--- config.mk ---
export PLATFORM = sky130hd
export DESIGN_NAME = memory_arbiter
export DESIGN_NICKNAME = d
export VERILOG_FILES = /design/src/rtl/cache_pkg.sv /design/src/rtl/cpu_types_pkg.sv /design/src/rtl/memarb_watchdog.sv /design/src/rtl/memory_arbiter.sv
export SDC_FILE = /design/constraint.sdc
export NUM_CORES = 1
export LEC_CHECK = 0
export ABC_CLOCK_PERIOD_IN_PS = 2300
export CAP_MARGIN = 20
export CORE_AREA = 2 2 103 105
export CTS_BUF_LIST = sky130_fd_sc_hd__clkbuf_4 sky130_fd_sc_hd__clkbuf_8
export DETAILED_ROUTE_END_ITERATION = 16
export DIE_AREA = 0 0 105 107
export SLEW_MARGIN = 15
export SYNTH_ARGS = -nofsm -noshare
export SYNTH_HDL_FRONTEND = slang
export SYNTH_HIERARCHICAL = 1
export SYNTH_SLANG_ARGS = --single-unit
--- constraint.sdc ---
create_clock -name CLK -period 2.3 [get_ports CLK]
set_input_delay 0.46 -clock CLK [delete_from_list [all_inputs] [get_ports CLK]]
set_output_delay 0.46 -clock CLK [all_outputs]
set_load 0.02 [all_outputs]
--- src/rtl/cache_pkg.sv ---
`default_nettype none
// ============================================================================
//  Module   : cache_pkg
//  Purpose  : Arbiter state encoding and grant bookkeeping types.
//  Revision : 1.0  initial release
// ============================================================================
package cache_pkg;

    localparam int unsigned C_WD_WIDTH = 32;

    typedef enum logic [1:0] {
        IDLE   = 2'd0,
        IFETCH = 2'd1,
        DREAD  = 2'd2,
        DWRITE = 2'd3
    } memarb_state_t;

    typedef enum logic {
        INSTR = 1'b0,
        DATA  = 1'b1
    } grant_t;

    // True while the arbiter owns the RAM on behalf of a requester
    function automatic logic is_granted(input memarb_state_t s);
        return (s != IDLE);
    endfunction

endpackage
`default_nettype wire

--- src/rtl/cpu_types_pkg.sv ---
`default_nettype none
// ============================================================================
//  Module   : cpu_types_pkg
//  Purpose  : Shared CPU-wide types: machine word and RAM handshake state.
//  Revision : 1.0  initial release
// ============================================================================
package cpu_types_pkg;

    typedef logic [31:0] word_t;

    // Status reported by the RAM model every cycle
    typedef enum logic [1:0] {
        FREE   = 2'd0,
        BUSY   = 2'd1,
        ACCESS = 2'd2,
        ERROR  = 2'd3
    } ramstate_t;

endpackage
`default_nettype wire

--- src/rtl/memarb_watchdog.sv ---
`default_nettype none
// ============================================================================
//  Module   : memarb_watchdog
//  Purpose  : Counts consecutive granted cycles and raises a one-cycle
//             timeout at TIMEOUT-1 plus a sticky error flag. The module only
//             exists in builds with MEMARB_WATCHDOG_EN defined.
//  Revision : 1.0  initial release
// ============================================================================
`ifdef MEMARB_WATCHDOG_EN
module memarb_watchdog
    import cache_pkg::*;
#(
    parameter int unsigned TIMEOUT = 1024
) (
    input  logic CLK,
    input  logic nRST,
    input  logic i_granted,
    output logic o_timeout,
    output logic o_memerr
);

    localparam logic [C_WD_WIDTH-1:0] C_LIMIT = C_WD_WIDTH'(TIMEOUT - 1);

    logic [C_WD_WIDTH-1:0] r_count;
    logic                  r_err;

    // Cycle counter: held at zero while idle, counts while a grant is open
    always_ff @(posedge CLK or negedge nRST) begin
        if (!nRST)           r_count <= '0;
        else if (!i_granted) r_count <= '0;
        else                 r_count <= r_count + 1'b1;
    end

    // Sticky error, cleared only by reset
    always_ff @(posedge CLK or negedge nRST) begin
        if (!nRST)          r_err <= 1'b0;
        else if (o_timeout) r_err <= 1'b1;
    end

    assign o_timeout = i_granted && (r_count == C_LIMIT);
    // Flag is visible in the expiry cycle itself, then held by r_err
    assign o_memerr  = r_err | o_timeout;

endmodule
`endif
`default_nettype wire

--- src/rtl/memory_arbiter.sv ---
`default_nettype none
// ============================================================================
//  Module   : memory_arbiter
//  Purpose  : Responder side of the cache control interface. Grants the
//             single-ported RAM to one of icache fetch / dcache read / dcache
//             write at a time, alternating between instruction and data when
//             both contend. Optional watchdog: MEMARB_WATCHDOG_EN.
//  Revision : 1.0  initial release
// ============================================================================
module memory_arbiter
    import cpu_types_pkg::*;
    import cache_pkg::*;
#(
    parameter int unsigned TIMEOUT = 1024
) (
    input  logic      CLK,
    input  logic      nRST,
    // cache side
    input  logic      iREN,
    input  word_t     iaddr,
    input  logic      dREN,
    input  logic      dWEN,
    input  word_t     daddr,
    input  word_t     dstore,
    output logic      iwait,
    output logic      dwait,
    output word_t     iload,
    output word_t     dload,
    // RAM side
    output logic      ramREN,
    output logic      ramWEN,
    output word_t     ramaddr,
    output word_t     ramstore,
    input  word_t     ramload,
    input  ramstate_t ramstate,
    // status
    output logic      memerr
);

    memarb_state_t r_state;
    grant_t        r_last_grant;
    logic          w_timeout;
    logic          w_access;
    logic          w_done;

    assign w_access = (ramstate == ACCESS);
    // A watchdog expiry pre-empts completion so no wait pulse is issued
    assign w_done   = w_access && !w_timeout;

`ifdef MEMARB_WATCHDOG_EN
    logic w_granted;
    assign w_granted = is_granted(r_state);

    memarb_watchdog #(
        .TIMEOUT   (TIMEOUT)
    ) u_watchdog (
        .CLK       (CLK),
        .nRST      (nRST),
        .i_granted (w_granted),
        .o_timeout (w_timeout),
        .o_memerr  (memerr)
    );
`else
    logic w_unused_timeout;
    assign w_unused_timeout = ^(32'(TIMEOUT));
    assign w_timeout        = 1'b0;
    assign memerr           = 1'b0;
`endif

    // Grant FSM: pick a requester in IDLE, release on completion/withdraw/timeout
    always_ff @(posedge CLK or negedge nRST) begin
        if (!nRST) begin
            r_state      <= IDLE;
            r_last_grant <= DATA;
        end else begin
            case (r_state)
                IDLE: begin
                    // Data served last and instruction waiting: instruction goes first
                    if ((dWEN || dREN) && iREN && (r_last_grant == DATA)) begin
                        r_state      <= IFETCH;
                        r_last_grant <= INSTR;
                    end else if (dWEN) begin
                        r_state      <= DWRITE;
                        r_last_grant <= DATA;
                    end else if (dREN) begin
                        r_state      <= DREAD;
                        r_last_grant <= DATA;
                    end else if (iREN) begin
                        r_state      <= IFETCH;
                        r_last_grant <= INSTR;
                    end
                end
                IFETCH: if (!iREN || w_timeout || w_access) r_state <= IDLE;
                DREAD:  if (!dREN || w_timeout || w_access) r_state <= IDLE;
                DWRITE: if (!dWEN || w_timeout || w_access) r_state <= IDLE;
                default: r_state <= IDLE;
            endcase
        end
    end

    // Output decode: strobes only while the granted request is still held
    always_comb begin
        iwait    = 1'b1;
        dwait    = 1'b1;
        iload    = '0;
        dload    = '0;
        ramREN   = 1'b0;
        ramWEN   = 1'b0;
        ramaddr  = '0;
        ramstore = '0;
        case (r_state)
            IFETCH: if (iREN) begin
                ramREN  = 1'b1;
                ramaddr = iaddr;
                if (w_done) begin
                    iwait = 1'b0;
                    iload = ramload;
                end
            end
            DREAD: if (dREN) begin
                ramREN  = 1'b1;
                ramaddr = daddr;
                if (w_done) begin
                    dwait = 1'b0;
                    dload = ramload;
                end
            end
            DWRITE: if (dWEN) begin
                ramWEN   = 1'b1;
                ramaddr  = daddr;
                ramstore = dstore;
                if (w_done) dwait = 1'b0;
            end
            default: ;
        endcase
    end

endmodule
`default_nettype wire
# Yosys cells after proc, flatten, opt, wreduce, memory -nomap -nowiden
# Cells that the tools add are included.
op_classes:
  n_eq_ne: 8
  muxes: 34
  reduce_logical: 13
op_table:
  columns: ["operator", "count"]
  rows:
  - ["32-bit two-way mux", 10]
  - ["32-bit one-hot mux with 3 select lines", 1]
  - ["2-bit two-way mux", 7]
  - ["1-bit two-way mux", 13]
  - ["2-bit one-hot mux with 4 select lines", 1]
  - ["2-bit == test, second input constant", 3]
  - ["2-bit != test, second input constant", 3]
  - ["5-bit != test, second input constant", 1]
  - ["1-bit logical OR", 4]
  - ["1-bit one-hot mux with 2 select lines", 2]
  - ["4-bit AND reduction", 1]
  - ["4-bit nonzero test", 1]
  - ["1-bit logical NOT", 3]
  - ["2-bit by 1-bit == test with 1-bit output, second input constant", 1]
  - ["1-bit logical AND", 2]
  - ["2-bit logical NOT", 1]
  - ["2-bit AND reduction", 1]
word_totals:
  output_inout_bits: 133
  in_bits: 135
  wordCells: 57
  regBits: 3

# Logic depth before layout (Yosys ltp)
logic_depth:
  ltp_word: 5
  ltp_mapped: 7

# Worst setup path after synthesis
# Ideal clock, no wire load.
synth_path:
  path_kind: "register -> output"
  from: "reg r_state[1]"
  to: "out ramaddr[0]"
  t_arrival_ps: 1605
  stages_incl_launch_ff: 8
  setup_slack_ps: 235
  t_required_ps: 1840
  path_cell_list: "dfrtp_1 > inv_1 > ha_1 > and2_1 > buf_2 > clkbuf_1 > a22oi_1 > nor2_1"
synth_via:
  elab_chain_len: 2
synth_rtl:
  columns: ["element", "line", "rtl"]
  rows:
  - ["start, declared", "memory_arbiter.sv:40", "memarb_state_t r_state;"]
  - ["start signal, assigned", "memory_arbiter.sv:73", "r_state <= IDLE;"]
  - ["start signal, assigned", "memory_arbiter.sv:80", "r_state <= IFETCH;"]
  - ["start signal, assigned", "memory_arbiter.sv:83", "r_state <= DWRITE;"]
  - ["2-bit == test / 2-bit by 1-bit == test with 1-bit output (equally long branches)", "memory_arbiter.sv:111", "case (r_state)"]
  - ["32-bit one-hot mux with 3 select lines (*)", "memory_arbiter.sv:111", null]
  - ["end, declared", "memory_arbiter.sv:32", "output word_t ramaddr,"]
# Mark *: on every way between the ends. The rest lies on a longest branch, timed or not.

# Worst setup path in the final report
layout_path:
  from: "in ramstate[1]"
  to: "out dload[31]"
layout_via:
  elab_chain_len: 4
layout_rtl:
  columns: ["element", "line", "rtl"]
  rows:
  - ["start, declared", "memory_arbiter.sv:35", "input ramstate_t ramstate,"]
  - ["2-bit == test", "memory_arbiter.sv:46", "assign w_access = (ramstate == ACCESS);"]
  - ["32-bit two-way mux", "memory_arbiter.sv:123", "if (w_done) begin"]
  - ["32-bit two-way mux", "memory_arbiter.sv:120", "DREAD: if (dREN) begin"]
  - ["32-bit two-way mux", "memory_arbiter.sv:111", null]
  - ["end, declared", "memory_arbiter.sv:28", "output word_t dload,"]
# Every way passes these cells.

==> results by stage <==
Status:
- The run finished with clean final reports.

Cells and area:
- The layout net count is 634.
- The non-filler instance count after layout is 629.
- The final standard cell utilization of the core is 40.6%.
- The number of filler cells placed in the layout is 1096.
- Cells with a size suffix above 1 make up 26.0% of the layout.
- The growth of design area from synthesis to finish is 192%.
- The antenna cell count is 0.

STA:
- The final number of max-transition violations came to 0.
- The number of hold violations in the final report is 0.
- Setup repair after global routing could not meet its margin everywhere.
- For the final routed database, the setup TNS stands at 0 ps.
- The final setup skew is 1.07 ps.
- Setup violations remaining at the end of the flow were counted as 0.
- The fraction of the cycle the final worst path needs is 97.6%.
- After layout, the minimum clock period comes to 2240 ps.
- For this run, the top clock speed supported by timing is 446 MHz.

Drt:
- The pre-antenna-repair detailed-routing pass consisted of 4 iterations.
- After detailed routing, the average wire length per cell comes to 14.9 um.
- In the routed design, unresolved DRC markers number 0.
- Summed over all layers, the routed wires come to 9.40 mm.
- The number of DRC markers in iteration 0 is 122.
- The number of vias per cell after detailed routing is 4.34.
- The final route contains 2732 vias.
- The antenna violation net count after detailed routing is 0.

Synthesis:
- The synthesized netlist devotes 0% of its cell area to XOR and XNOR gates.
- By area, the combinational part of the netlist is dominated by simple AND/OR/NAND/NOR gates.
- The portion of the post-synthesis area used by sequential elements is 5.44%.
- After Yosys synthesis, and, or, nand and nor cells account for 56.6% of the synthesized area.
- In the post-synthesis netlist, the biggest area contributors are sky130_fd_sc_hd__and3_1 29%, sky130_fd_sc_hd__a22oi_1 18%, sky130_fd_sc_hd__and2_1 16%.
- Counting flops with an async set or reset pin after synthesis yields a share of 100%.
- Counting flops and latches in the post-synthesis netlist gives 3.
- The most used flip-flop cell after synthesis is sky130_fd_sc_hd__dfrtp_1.
- In the synthesized netlist, the number of instances is 225.
- The number of enable flip-flop cells after synthesis is 0.
- The cell with the most instances after synthesis is sky130_fd_sc_hd__and3_1.
- The mean instance size in the synthesized netlist is 6.23 um^2.
- In the synthesized netlist, mux cells make up 1.78% of the area.
- The commonest cells after synthesis are 64 x sky130_fd_sc_hd__and3_1, 36 x sky130_fd_sc_hd__and2_1, 34 x sky130_fd_sc_hd__nor2_1.
- The number of nets in the synthesized netlist is 365.
- The top-area cell type share of the netlist area is 28.5%.
- sky130_fd_sc_hd__and3_1 takes more of the synthesized area than any other cell.
- The cell area after synthesis is 1400 um^2.
- Synthesis instantiated 25 different standard cells from the library.
- The fraction of the mapped netlist area in compound gates is 21.8%.
- For this run, the number of Yosys warnings is 6.
- The synthesized netlist devotes 4.46% of its cell area to adder and majority cells.

Clock network:
- Hold repair after CTS inserted 0 buffers.
- The clock passes through at most 2 buffers.
- TritonCTS built the clock tree.
- The clock root buffer is sky130_fd_sc_hd__clkbuf_8.
- In this run the number of H-tree levels came out at 1.
- The clock sink count is 3.
- Clock tree synthesis inserted a total of 3 buffers.
- Clock-pin slew was measured on the worst setup and hold paths at 30 ps.
- Clock latency on the worst-skew pair, taken at its later pin, is 210 ps.

Flow run:
- The count of maximum capacitance violations is 0.

Min path:
- The path class of the tightest hold or removal check is in -> async.

Power and ir drop:
- Internal power comes to 1050 uW.
- The leakage power is 0.00222 uW.
- The net switching power is 1000 uW.
- The clock network burns 8.0% of the power.
- The peak ir drop on the vdd network is 299 uV.
- Sequential cells burn 5.0% of the power.
- Dividing total power by cell area gives a power density of 502 nW/um^2.
- The overall power is 2060 uW.
- The combinational power share is 87.1%.
- The switching share of power is 48.8%.

GRT:
- Entering global routing, the biggest net connects 35 pins.
- Global routing consumed, over all layers together, 15.4% of the routing resources.
- The via count of the first global-routing pass is 2733.
- For this run, global-route usage on met2 was measured as 29.9%.
- The global-route wire length before repair is 14.2 mm.
- In the global route stage, met1 resource usage came out at 16.9%.
- The global-route met3 utilization is 3.77%.
- The total overflow left after global routing is 0.
- The global routing stage identified its most utilized layer as met2.
- The number of antenna violations at the first check in global routing is 0.

Worst setup path:
- The worst setup path is captured at an output pin.
- The path type of the worst setup path is in -> out.
- The sort of element at the start of the critical path is a primary input.
- Data on the critical path arrives at its endpoint at 1780 ps.
- The data required time at the worst endpoint is 1840 ps.
- The maximum fanout along the worst path is 16.

Placement:
- After detailed placement, the design holds a cell count of 621.
- The detailed placement HPWL is 7.53 mm.
- Port buffering added 266 buffers.
- The placer congestion estimate is 0.913.

Floorplanning:
- The die height is 107 um.
- For this design the top-level I/O count stands at 268.
- The total area inside the core boundary comes to 10100 um^2.
- The floorplan step set the die width to 105 um.
- After floorplanning, the core was divided into 37 placement rows.
- The total die area is 11200 um^2.
- For this configuration, the core starts out at a cell density of 13.9%.
[power groups by stage]
stage / clock network [uW] / logic [uW] / registers [uW]
4_1_cts: 170 / 1820 / 101
3_5_place_dp: 0 / 1890 / 102
5_1_grt: 176 / 1950 / 107
3_3_place_gp: 0 / 1870 / 99.7
6_report: 163 / 1790 / 102
2_1_floorplan: 0 / 907 / 97.5
[kinds of logic after synthesis]
group | Yosys count
buf+inv | 34
other cells | 1
compound gates | 41
fa+ha+maj | 5
flops | 3
simple gates | 139
mux | 2
[metrics by stage]
step                      hold slack [ps]  area [um^2]  setup slack [ps]
after floorplan                       164         1400               235
after global placement                460         4370              -401
after detailed placement              466         4370              -421
after CTS                             427         4200            -0.968
after global routing                  438         4100             -8.19
final                                 431         4100              55.9
[metal layers]
| metal | wire length (um) | vias to the layer above |
|---|---|---|
| met5 | 0 | - |
| met4 | 93 | 0 |
| met3 | 738 | 8 |
| met2 | 4990 | 133 |
| met1 | 3580 | 1260 |
| li1 | - | 1331 |
[cell usage in the layout (no fill, tap or decap), types with 3 or more instances in the layout]
| master | count |
|---|---|
| sky130_fd_sc_hd__a22oi_1 | 27 |
| sky130_fd_sc_hd__a22oi_2 | 6 |
| sky130_fd_sc_hd__and2_1 | 35 |
| sky130_fd_sc_hd__and3_1 | 64 |
| sky130_fd_sc_hd__buf_12 | 7 |
| sky130_fd_sc_hd__buf_2 | 61 |
| sky130_fd_sc_hd__buf_4 | 20 |
| sky130_fd_sc_hd__clkbuf_2 | 17 |
| sky130_fd_sc_hd__clkbuf_8 | 3 |
| sky130_fd_sc_hd__clkdlybuf4s15_1 | 23 |
| sky130_fd_sc_hd__clkdlybuf4s50_1 | 132 |
| sky130_fd_sc_hd__dlygate4sd2_1 | 29 |
| sky130_fd_sc_hd__ha_1 | 4 |
| sky130_fd_sc_hd__inv_1 | 4 |
| sky130_fd_sc_hd__nor2_1 | 34 |
| sky130_fd_sc_hd__o21ai_0 | 3 |
[critical path, stage by stage]
cell and delay, ps:
sky130_fd_sc_hd__clkdlybuf4s50_1 460, sky130_fd_sc_hd__nor2b_4 180, sky130_fd_sc_hd__and3_4 240, sky130_fd_sc_hd__buf_12 140
sky130_fd_sc_hd__and2_1 130, sky130_fd_sc_hd__buf_2 170
[area by class of cell]
type / instances / area (um^2) / area share [%]
repair buffers: 293 / 2550 / 62.2
inverters: 5 / 18.8 / 0.458
clock buffers: 4 / 48.8 / 1.19
well taps: 136 / 170 / 4.16
flip-flops and latches: 3 / 76.3 / 1.86
multi-input cells: 188 / 1230 / 30.1
[registers in the layout (all words and copies together), names as in the netlist]
register / cells
r_last_grant: 1
r_state: 2
[worst paths after layout]
| path | slack [ps] | startpoint | cells past startpoint | endpoint |
|---|---|---|---|---|
| worst max-delay path | 60 | ramstate[1] | 6 | dload[31] |
| worst min-delay path | 430 | nRST | 1 | r_state[1] |
| worst max register to register | 460 | r_state[0] | 7 | r_state[1] |
| worst min register to register | 460 | r_last_grant | 2 | r_last_grant |
| max in group asynchronous | 1650 | nRST | 1 | r_last_grant |
| min in group CLK | 460 | r_last_grant | 2 | r_last_grant |
[repair_timing]
item                                    4_1_cts  5_1_grt
cloned                                        1        0
pin swaps                                     0        2
gates resized for setup                     336       69
buffers inserted                              2        1
endpoints found under the setup margin      132       78
Note: power is estimated with default switching activity, not from simulation.
